### src/rtl/arb_mux_n.sv
// rtl/arb_mux_n.sv - registered N:1 channel multiplexer with direct-select and round-robin grant
//
// Optional feature macro: ARB_MUX_XFER_CNT_EN
//   defined   : xfer_cnt counts output handshakes (16-bit, wraps, cleared by reset)
//   undefined : xfer_cnt is tied to zero and no counter flops exist
//
// Parameters:
//   WIDTH  - data bits per channel
//   NUM_IN - number of input channels (2 .. 2**SEL_W)
//   SEL_W  - width of sel / out_sel
//
// Ports:
//   clk       in   rising-edge clock
//   reset     in   synchronous active-high reset
//   mode      in   0 = direct select via sel, 1 = round-robin over in_valid
//   sel       in   channel index used in direct mode
//   in_data   in   packed channel data, channel i at [i*WIDTH +: WIDTH]
//   in_valid  in   per-channel valid
//   in_ready  out  per-channel ready, one-hot or zero
//   out_data  out  registered selected word
//   out_sel   out  channel index that produced out_data
//   out_valid out  out_data holds an unconsumed word
//   out_ready in   consumer accepts the word while out_valid is high
//   xfer_cnt  out  output handshake counter (see macro above)

module arb_mux_n #(
  parameter int WIDTH  = 16,
  parameter int NUM_IN = 8,
  parameter int SEL_W  = 3
) (
  input  logic                    clk,
  input  logic                    reset,
  input  logic                    mode,
  input  logic [SEL_W-1:0]        sel,
  input  logic [NUM_IN*WIDTH-1:0] in_data,
  input  logic [NUM_IN-1:0]       in_valid,
  output logic [NUM_IN-1:0]       in_ready,
  output logic [WIDTH-1:0]        out_data,
  output logic [SEL_W-1:0]        out_sel,
  output logic                    out_valid,
  input  logic                    out_ready,
  output logic [15:0]             xfer_cnt
);

  // Reset value of the round-robin pointer: pointing at the last channel
  // makes channel 0 the first candidate after reset.
  localparam logic [SEL_W-1:0] LAST_CH = SEL_W'(NUM_IN - 1);

  // Output stage and arbitration state
  logic [WIDTH-1:0] out_data_q,   out_data_d;
  logic [SEL_W-1:0] out_sel_q,    out_sel_d;
  logic             out_valid_q,  out_valid_d;
  logic [SEL_W-1:0] last_grant_q, last_grant_d;

  // Combinational grant path
  logic             load;
  logic             dir_vld;
  logic             rr_vld;
  logic [SEL_W-1:0] rr_idx;
  logic             grant_vld;
  logic [SEL_W-1:0] grant_idx;
  logic [WIDTH-1:0] grant_data;
  logic             in_xfer;
  logic             out_xfer;

  // The output register can take a new word when it is empty or its
  // current word leaves on this same edge.
  assign load = ~out_valid_q | out_ready;

  // Direct mode: a sel value beyond the last channel matches no loop index,
  // so it can never grant.
  always_comb begin
    dir_vld = 1'b0;
    for (int i = 0; i < NUM_IN; i++) begin
      if (sel == SEL_W'(i) && in_valid[i]) begin
        dir_vld = 1'b1;
      end
    end
  end

  // Round-robin: walk offsets from farthest to nearest so that the
  // nearest valid channel after last_grant is the one that sticks.
  always_comb begin
    int idx;
    idx    = 0;
    rr_vld = 1'b0;
    rr_idx = '0;
    for (int k = NUM_IN; k >= 1; k--) begin
      idx = int'(last_grant_q) + k;
      if (idx >= NUM_IN) begin
        idx = idx - NUM_IN;
      end
      for (int j = 0; j < NUM_IN; j++) begin
        if (idx == j && in_valid[j]) begin
          rr_vld = 1'b1;
          rr_idx = SEL_W'(j);
        end
      end
    end
  end

  always_comb begin
    grant_vld = 1'b0;
    grant_idx = '0;
    if (mode) begin
      grant_vld = rr_vld;
      grant_idx = rr_idx;
    end else begin
      grant_vld = dir_vld;
      grant_idx = sel;
    end
  end

  // A grant only exists for a valid channel, so a granted and loadable
  // channel is a completed input transfer.
  assign in_xfer  = grant_vld & load;
  assign out_xfer = out_valid_q & out_ready;

  always_comb begin
    in_ready   = '0;
    grant_data = '0;
    for (int i = 0; i < NUM_IN; i++) begin
      if (grant_idx == SEL_W'(i)) begin
        in_ready[i] = in_xfer;
        grant_data  = in_data[i*WIDTH +: WIDTH];
      end
    end
  end

  // Next state of the output stage and the round-robin pointer
  always_comb begin
    out_data_d   = out_data_q;
    out_sel_d    = out_sel_q;
    out_valid_d  = out_valid_q;
    last_grant_d = last_grant_q;
    if (in_xfer) begin
      out_data_d  = grant_data;
      out_sel_d   = grant_idx;
      out_valid_d = 1'b1;
      // Direct-mode traffic leaves the rotation where it was.
      if (mode) begin
        last_grant_d = grant_idx;
      end
    end else if (out_xfer) begin
      // Word consumed with nothing to replace it: data and index hold.
      out_valid_d = 1'b0;
    end
  end

  always_ff @(posedge clk) begin
    if (reset) begin
      out_data_q   <= '0;
      out_sel_q    <= '0;
      out_valid_q  <= 1'b0;
      last_grant_q <= LAST_CH;
    end else begin
      out_data_q   <= out_data_d;
      out_sel_q    <= out_sel_d;
      out_valid_q  <= out_valid_d;
      last_grant_q <= last_grant_d;
    end
  end

  assign out_data  = out_data_q;
  assign out_sel   = out_sel_q;
  assign out_valid = out_valid_q;

`ifdef ARB_MUX_XFER_CNT_EN
  logic [15:0] xfer_cnt_q, xfer_cnt_d;

  always_comb begin
    xfer_cnt_d = xfer_cnt_q;
    if (out_xfer) begin
      xfer_cnt_d = xfer_cnt_q + 16'd1;
    end
  end

  always_ff @(posedge clk) begin
    if (reset) begin
      xfer_cnt_q <= '0;
    end else begin
      xfer_cnt_q <= xfer_cnt_d;
    end
  end

  assign xfer_cnt = xfer_cnt_q;
`else
  assign xfer_cnt = 16'd0;
`endif

endmodule

### config.mk
export PLATFORM = sky130hd
export DESIGN_NAME = arb_mux_n
export DESIGN_NICKNAME = d
export VERILOG_FILES = /design/src/rtl/arb_mux_n.sv
export SDC_FILE = /design/constraint.sdc
export NUM_CORES = 1
export LEC_CHECK = 0
export ABC_CLOCK_PERIOD_IN_PS = 13100
export CAP_MARGIN = 20
export CORE_MARGIN = 4
export CORE_UTILIZATION = 50
export DETAILED_ROUTE_END_ITERATION = 16
export DONT_BUFFER_PORTS = 1
export RECOVER_POWER = 100
export SLEW_MARGIN = 10
export SYNTH_ARGS = -nofsm -noshare
export SYNTH_HDL_FRONTEND = slang
export SYNTH_SLANG_ARGS = --single-unit
### constraint.sdc
create_clock -name clk -period 13.1 [get_ports clk]
set_clock_uncertainty 0.2 [all_clocks]
set_input_delay 2.62 -clock clk [delete_from_list [all_inputs] [get_ports clk]]
set_output_delay 2.62 -clock clk [all_outputs]
set_load 0.01 [all_outputs]
# Word-level counts from Yosys, hierarchy flattened
# Index checks and enable logic that the tools add are counted.
[word_totals] ramBits=0 mem_bits_ro=0 latch_bits=0 input_bits=143 output_inout_bits=44 regBits=23 elab_cells=349 mem_count=0
[op_classes] eq_ne=70 add_sub_neg=16 muxes=163 n_mul=0 n_bitwise=4 magnitude_cmp=8 n_div=0 shift=0 reduce_logical=84
[op_table] cell="== test 32 x 4 -> 1 bit, second input constant" count=32
[op_table] cell="== test 32 x 3 -> 1 bit, second input constant" count=16
[op_table] cell="== test 32 x 2 -> 1 bit, second input constant" count=8
[op_table] cell="logical NOT 32 bit" count=8
[op_table] cell="2-to-1 mux 32 bit" count=8
[op_table] cell="2-to-1 mux 3 bit" count=63
[op_table] cell="2-to-1 mux 16 bit" count=8
[op_table] cell="2-to-1 mux 1 bit" count=84
[op_table] cell="logical AND 1 bit" count=72
[op_table] cell="subtractor 4 x 4 -> 5 bit, second input constant" count=7
[op_table] cell=">= comparator 4 bit, second input constant" count=7
[op_table] cell="== test 3 bit, second input constant" count=8
[op_table] cell="adder 3 x 3 -> 4 bit, second input constant" count=4
[op_table] cell="== test 3 x 2 -> 1 bit, second input constant" count=4
[op_table] cell="adder 3 x 2 -> 4 bit, second input constant" count=2
[op_table] cell="== test 3 x 1 -> 1 bit, second input constant" count=2
[op_table] cell="logical NOT 3 bit" count=2
[op_table] cell="subtractor 5 x 4 -> 6 bit, second input constant" count=1
[op_table] cell="adder 3 x 4 -> 5 bit, second input constant" count=1
[op_table] cell=">= comparator 5 x 4 -> 1 bit, second input constant" count=1
[op_table] cell="adder 3 x 1 -> 4 bit, second input constant" count=1
[op_table] cell="AND 1 bit" count=2
[op_table] cell="AND reduction 2 bit" count=1
[op_table] cell="nonzero test 2 bit" count=1
[op_table] cell="other kinds (2)" count=2

# Logic depth before layout (Yosys ltp)
[logic_depth] word_depth=78 mapped_depth=18 ltp_nobuf=11

# Least setup slack after synthesis
# No wires, ideal clock.
[synth_path] path_kind="input-to-output" from="input port in_valid[4]" to="output port in_ready[4]" t_required_ns=10.280 t_arrival_ns=4.722 path_slack_ns=5.558 n_path_buf=2 stages=10 path_cell_list="clkbuf_1 > or3b_1 > a211o_1 > a21boi_0 > and2_1 > a31oi_4 > and2_1 > buf_4 > nand2_1 > nor3_1"
[synth_via] elab_chain_len=64 word_cells_on_any_way=138 classes_between="eq/ne: 1; mux: 127; bitwise: 1; reduce/logical: 9"
[synth_rtl] item="start: declaration" line_no="36" rtl="input logic [NUM_IN-1:0] in_valid,"
[synth_rtl] item="logical AND 1 bit" line_no="94" rtl="if (idx == j && in_valid[j]) begin"
[synth_rtl] item="2-to-1 mux 3 bit or 2-to-1 mux 1 bit (tied branches) (60 in a row)" line_no="94"
[synth_rtl] item="2-to-1 mux 3 bit or 2-to-1 mux 1 bit (tied branches)" line_no="105" rtl="if (mode) begin"
[synth_rtl] item="== test 3 bit or AND 1 bit (tied branches)" line_no="123, 116"
[synth_rtl] item="2-to-1 mux 1 bit (*)" line_no="123" rtl="if (grant_idx == SEL_W'(i)) begin"
[synth_rtl] item="end: declaration" line_no="37" rtl="output logic [NUM_IN-1:0] in_ready,"
# Every way passes the cells marked *; elsewhere a longest branch is shown, timed or not.

# Worst setup path in the final report
[layout_path] from="input port in_valid[2]" to="output port in_ready[1]"
[layout_via] elab_chain_len=66 word_cells_on_any_way=144 classes_between="eq/ne: 1; mux: 133; bitwise: 1; reduce/logical: 9"
[layout_rtl] item="logical AND 1 bit" line_no="94"
[layout_rtl] item="2-to-1 mux 3 bit or 2-to-1 mux 1 bit (tied branches) (62 in a row)" line_no="94"
[layout_rtl] item="2-to-1 mux 3 bit or 2-to-1 mux 1 bit (tied branches)" line_no="105"
[layout_rtl] item="== test 3 x 1 -> 1 bit or AND 1 bit (tied branches)" line_no="123, 116"
[layout_rtl] item="2-to-1 mux 1 bit (*)" line_no="123"
# Marked as above.

==> results.cfg <==
[worst_setup_path]
ff2ff_path_depth = 12
worstSetupPathType = in2out
crit_path_max_fanout = 22
worst_ep_required_time_ns = 10.28
worst_setup_path_end_kind = primary output
timing.critical_path.from_type = input port
critPathArrivalTime_ns = 7.13

[placement]
dp_hpwl_um = 11880
dp_worst_setup_slack_ns = 4.998
place_congestion = 1.004
port_buffers = 0

[pwr]
combPwrFrac_pct = 76.1
cellInternalPower_mw = 0.3115
p_sw_share_pct = 55.86
irDropWorstVdd_v = 0.00007865
post-layout-total-power_mw = 0.7057
clock_power_share_pct = 6.7
switching_power_mw = 0.3942
p_leak_nw = 1.480
pwr-share-seq_pct = 17.2
powerDensity_nw_per_um2 = 173.7

[layout]
post_route_cells_drive_above_1_share_pct = 12.89
sequential_cell_area_sq_um = 460.4
fin_nets = 663
multi_input_comb_area_sq_um = 3367
layout_common_cells = 47 x nand2_1, 45 x a21oi_1, 29 x nor2_1
diodes = 0
post_synthesis_to_final_layout_area_growth_pct = -4.976
layout.cells.most_common = nand2_1
layout.filler_cells = 838

[yosys]
post-synth-top-area-fraction_pct = 10.77
synth_top_flop_cell = dfxtp_1
synth_cell_types = 96
post_synth_instance_area_sq_um = 4274
share_of_synthesized_flip_flops_with_an_asynchronous_set_or_reset_pct = 0
synth_enable_flop_cells = 0
synthesis.yosys.warnings = 0
netlist_instances = 558
netlist.top_cell.by_area = dfxtp_1
syn_area_per_cell_sq_um = 7.660
ys_seq_elements = 23
synth.area.top_cells = dfxtp_1 11%, a21oi_1 5.4%, mux2_2 5.0%, nand2_1 4.0%, buf_4 3.7%
synth-seq-area-share_pct = 10.77

[routing]
first_iter_violations = 432
drtPass1Iterations = 5
routed_wire_length_per_instance_um = 25.20
detailroute.via_count = 4514
drc_violations_left = 0
post_drt_antenna_nets = 0
routed_via_density = 7.316
wirelength_um = 15550

[global_route]
grt_usage_pct = 28.97
grt_start_max_net_pins = 61
grt_pass1_wl_um = 23680
first_global_vias = 4273
grt_overflow = 0
number_of_antenna_violations_at_the_first_check_in_global_routing = 0

[timing]
layout_setup_ws_ns = 3.150
hold_violation_count_in_the_final_report = 0
finalCritPeriodShare_pct = 75.96
period_needed_ns = 9.950
final.setup.tns_ns = 0
maxSlewHeadroom_pct = -64.39
fin_worst_hold_slack_ns = 0.3119
final-max-slew-violation-count = 23
grt_setup_unrepaired = no
worst_pin_slew_ns = 2.445
max_clock_freq_mhz = 100.5
setup-violations-final = 0

[floorplanning]
fp.dieArea_sq_um = 10090
floorplan.initialDensity_pct = 51.76
pin_count = 187
coreArea_sq_um = 8258
rows = 33
die-height_um = 100.5
fp.dieW_um = 100.5

[clock_network]
cts_buffer_depth = 2
clk-insertion-delay-late_ns = 0.28
cts_inserted_buffers = 3
cts_tree = done
clockRootBuffer = clkbuf_8
post_cts_hold_buffer_count = 0
ctsResizeCount = 0
cts-htree-levels = 1
post-cts-setup-buffers = 0
numClockSinks = 23
clk_transition_reported_paths_ns = 0.10

[outcome]
outcome = finished with violations
failed_checks = max-capacitance violations, max-slew violations

[hold_path]
min_path_type = reg2reg
holdPathStages = 2

[flow_run]
cap_violations = 1
## stage by stage
step,utilization [%],instance area (sq um),instances
floorplan,-,4330,573
global placement,49.32,4073,613
detailed placement,49.32,4073,613
CTS,49.88,4119,617
global route,49.18,4061,617
finish,49.18,4061,617
## critical path, stage by stage
cell and delay (ns):
mux2i_1 0.39, o211ai_2 0.11, a221oi_1 0.41, nand2_1 0.13, o31ai_1 1.89, nand2_1 0.99, nor3_1 0.58
## worst paths after layout
path / start / end / slack, ns
worst max-delay path: in_valid[2] / in_ready[1] / 3.15
worst min-delay path: out_sel[2] / out_sel[2] / 0.31
worst max register to register: last_grant_q[2] / out_data[9] / 5.21
worst min register to register: out_sel[2] / out_sel[2] / 0.31
## cells in the mapped netlist (all sizes together), types with 4 or more instances
cell type,count
buf,46
nand4,5
mux2i,14
o311ai,12
nor2,31
or2,4
o211ai,7
nand2,48
a211oi,14
nand3,22
clkbuf,23
and3b,5
inv,6
o21bai,7
nor4bb,4
and2,7
mux2,26
o221ai,6
a211o,5
o2bb2ai,4
a2111oi,4
o21ai,26
and3,13
dfxtp,23
a222oi,9
nor3,20
a21oi,47
or4,9
ha,7
o31ai,4
a31o,4
or3b,5
and4,6
o22ai,9
nand2b,15
nor2b,5
## per-layer routing
metal	track usage (%)	up-vias	share of wire, %
li1	-	2063	-
met3	7.958	10	13
met1	41.27	2157	42
met4	3.212	0	0.61
met5	0	-	0
met2	45.11	284	45
## area by class of cell
class	instances	area share [%]
clock buffers	3	1.017
flip-flops and latches	23	11.34
repair buffers	4	0.7394
inverters	7	0.6469
clock inverters	1	0.1232
well taps	105	3.235
multi-input cells	474	82.90
## kinds of logic after synthesis
kind of cell,after synthesis,synth area share (%)
simple gates,214,29.22
compound gates,193,35.28
buf+inv,76,10.51
mux,43,11.88
flops,23,10.77
fa+ha+maj,7,2.049
other cells,1,0.08774
xor+xnor,1,0.2050
## flip-flops by register name, summed over array words and instances (netlist names)
signal        count
out_data         16
last_grant_q      3
out_sel           3
out_valid         1
## power by group through the flow
stage / registers (mW) / clock network, mW / logic [mW]
after detailed placement: 0.123 / 0 / 0.539
after global placement: 0.123 / 0 / 0.540
final: 0.121 / 0.0475 / 0.537
after CTS: 0.121 / 0.0471 / 0.542
after global routing: 0.124 / 0.0508 / 0.586
after floorplan: 0.120 / 0 / 0.458
No activity file was read; power rests on OpenSTA's default activity.
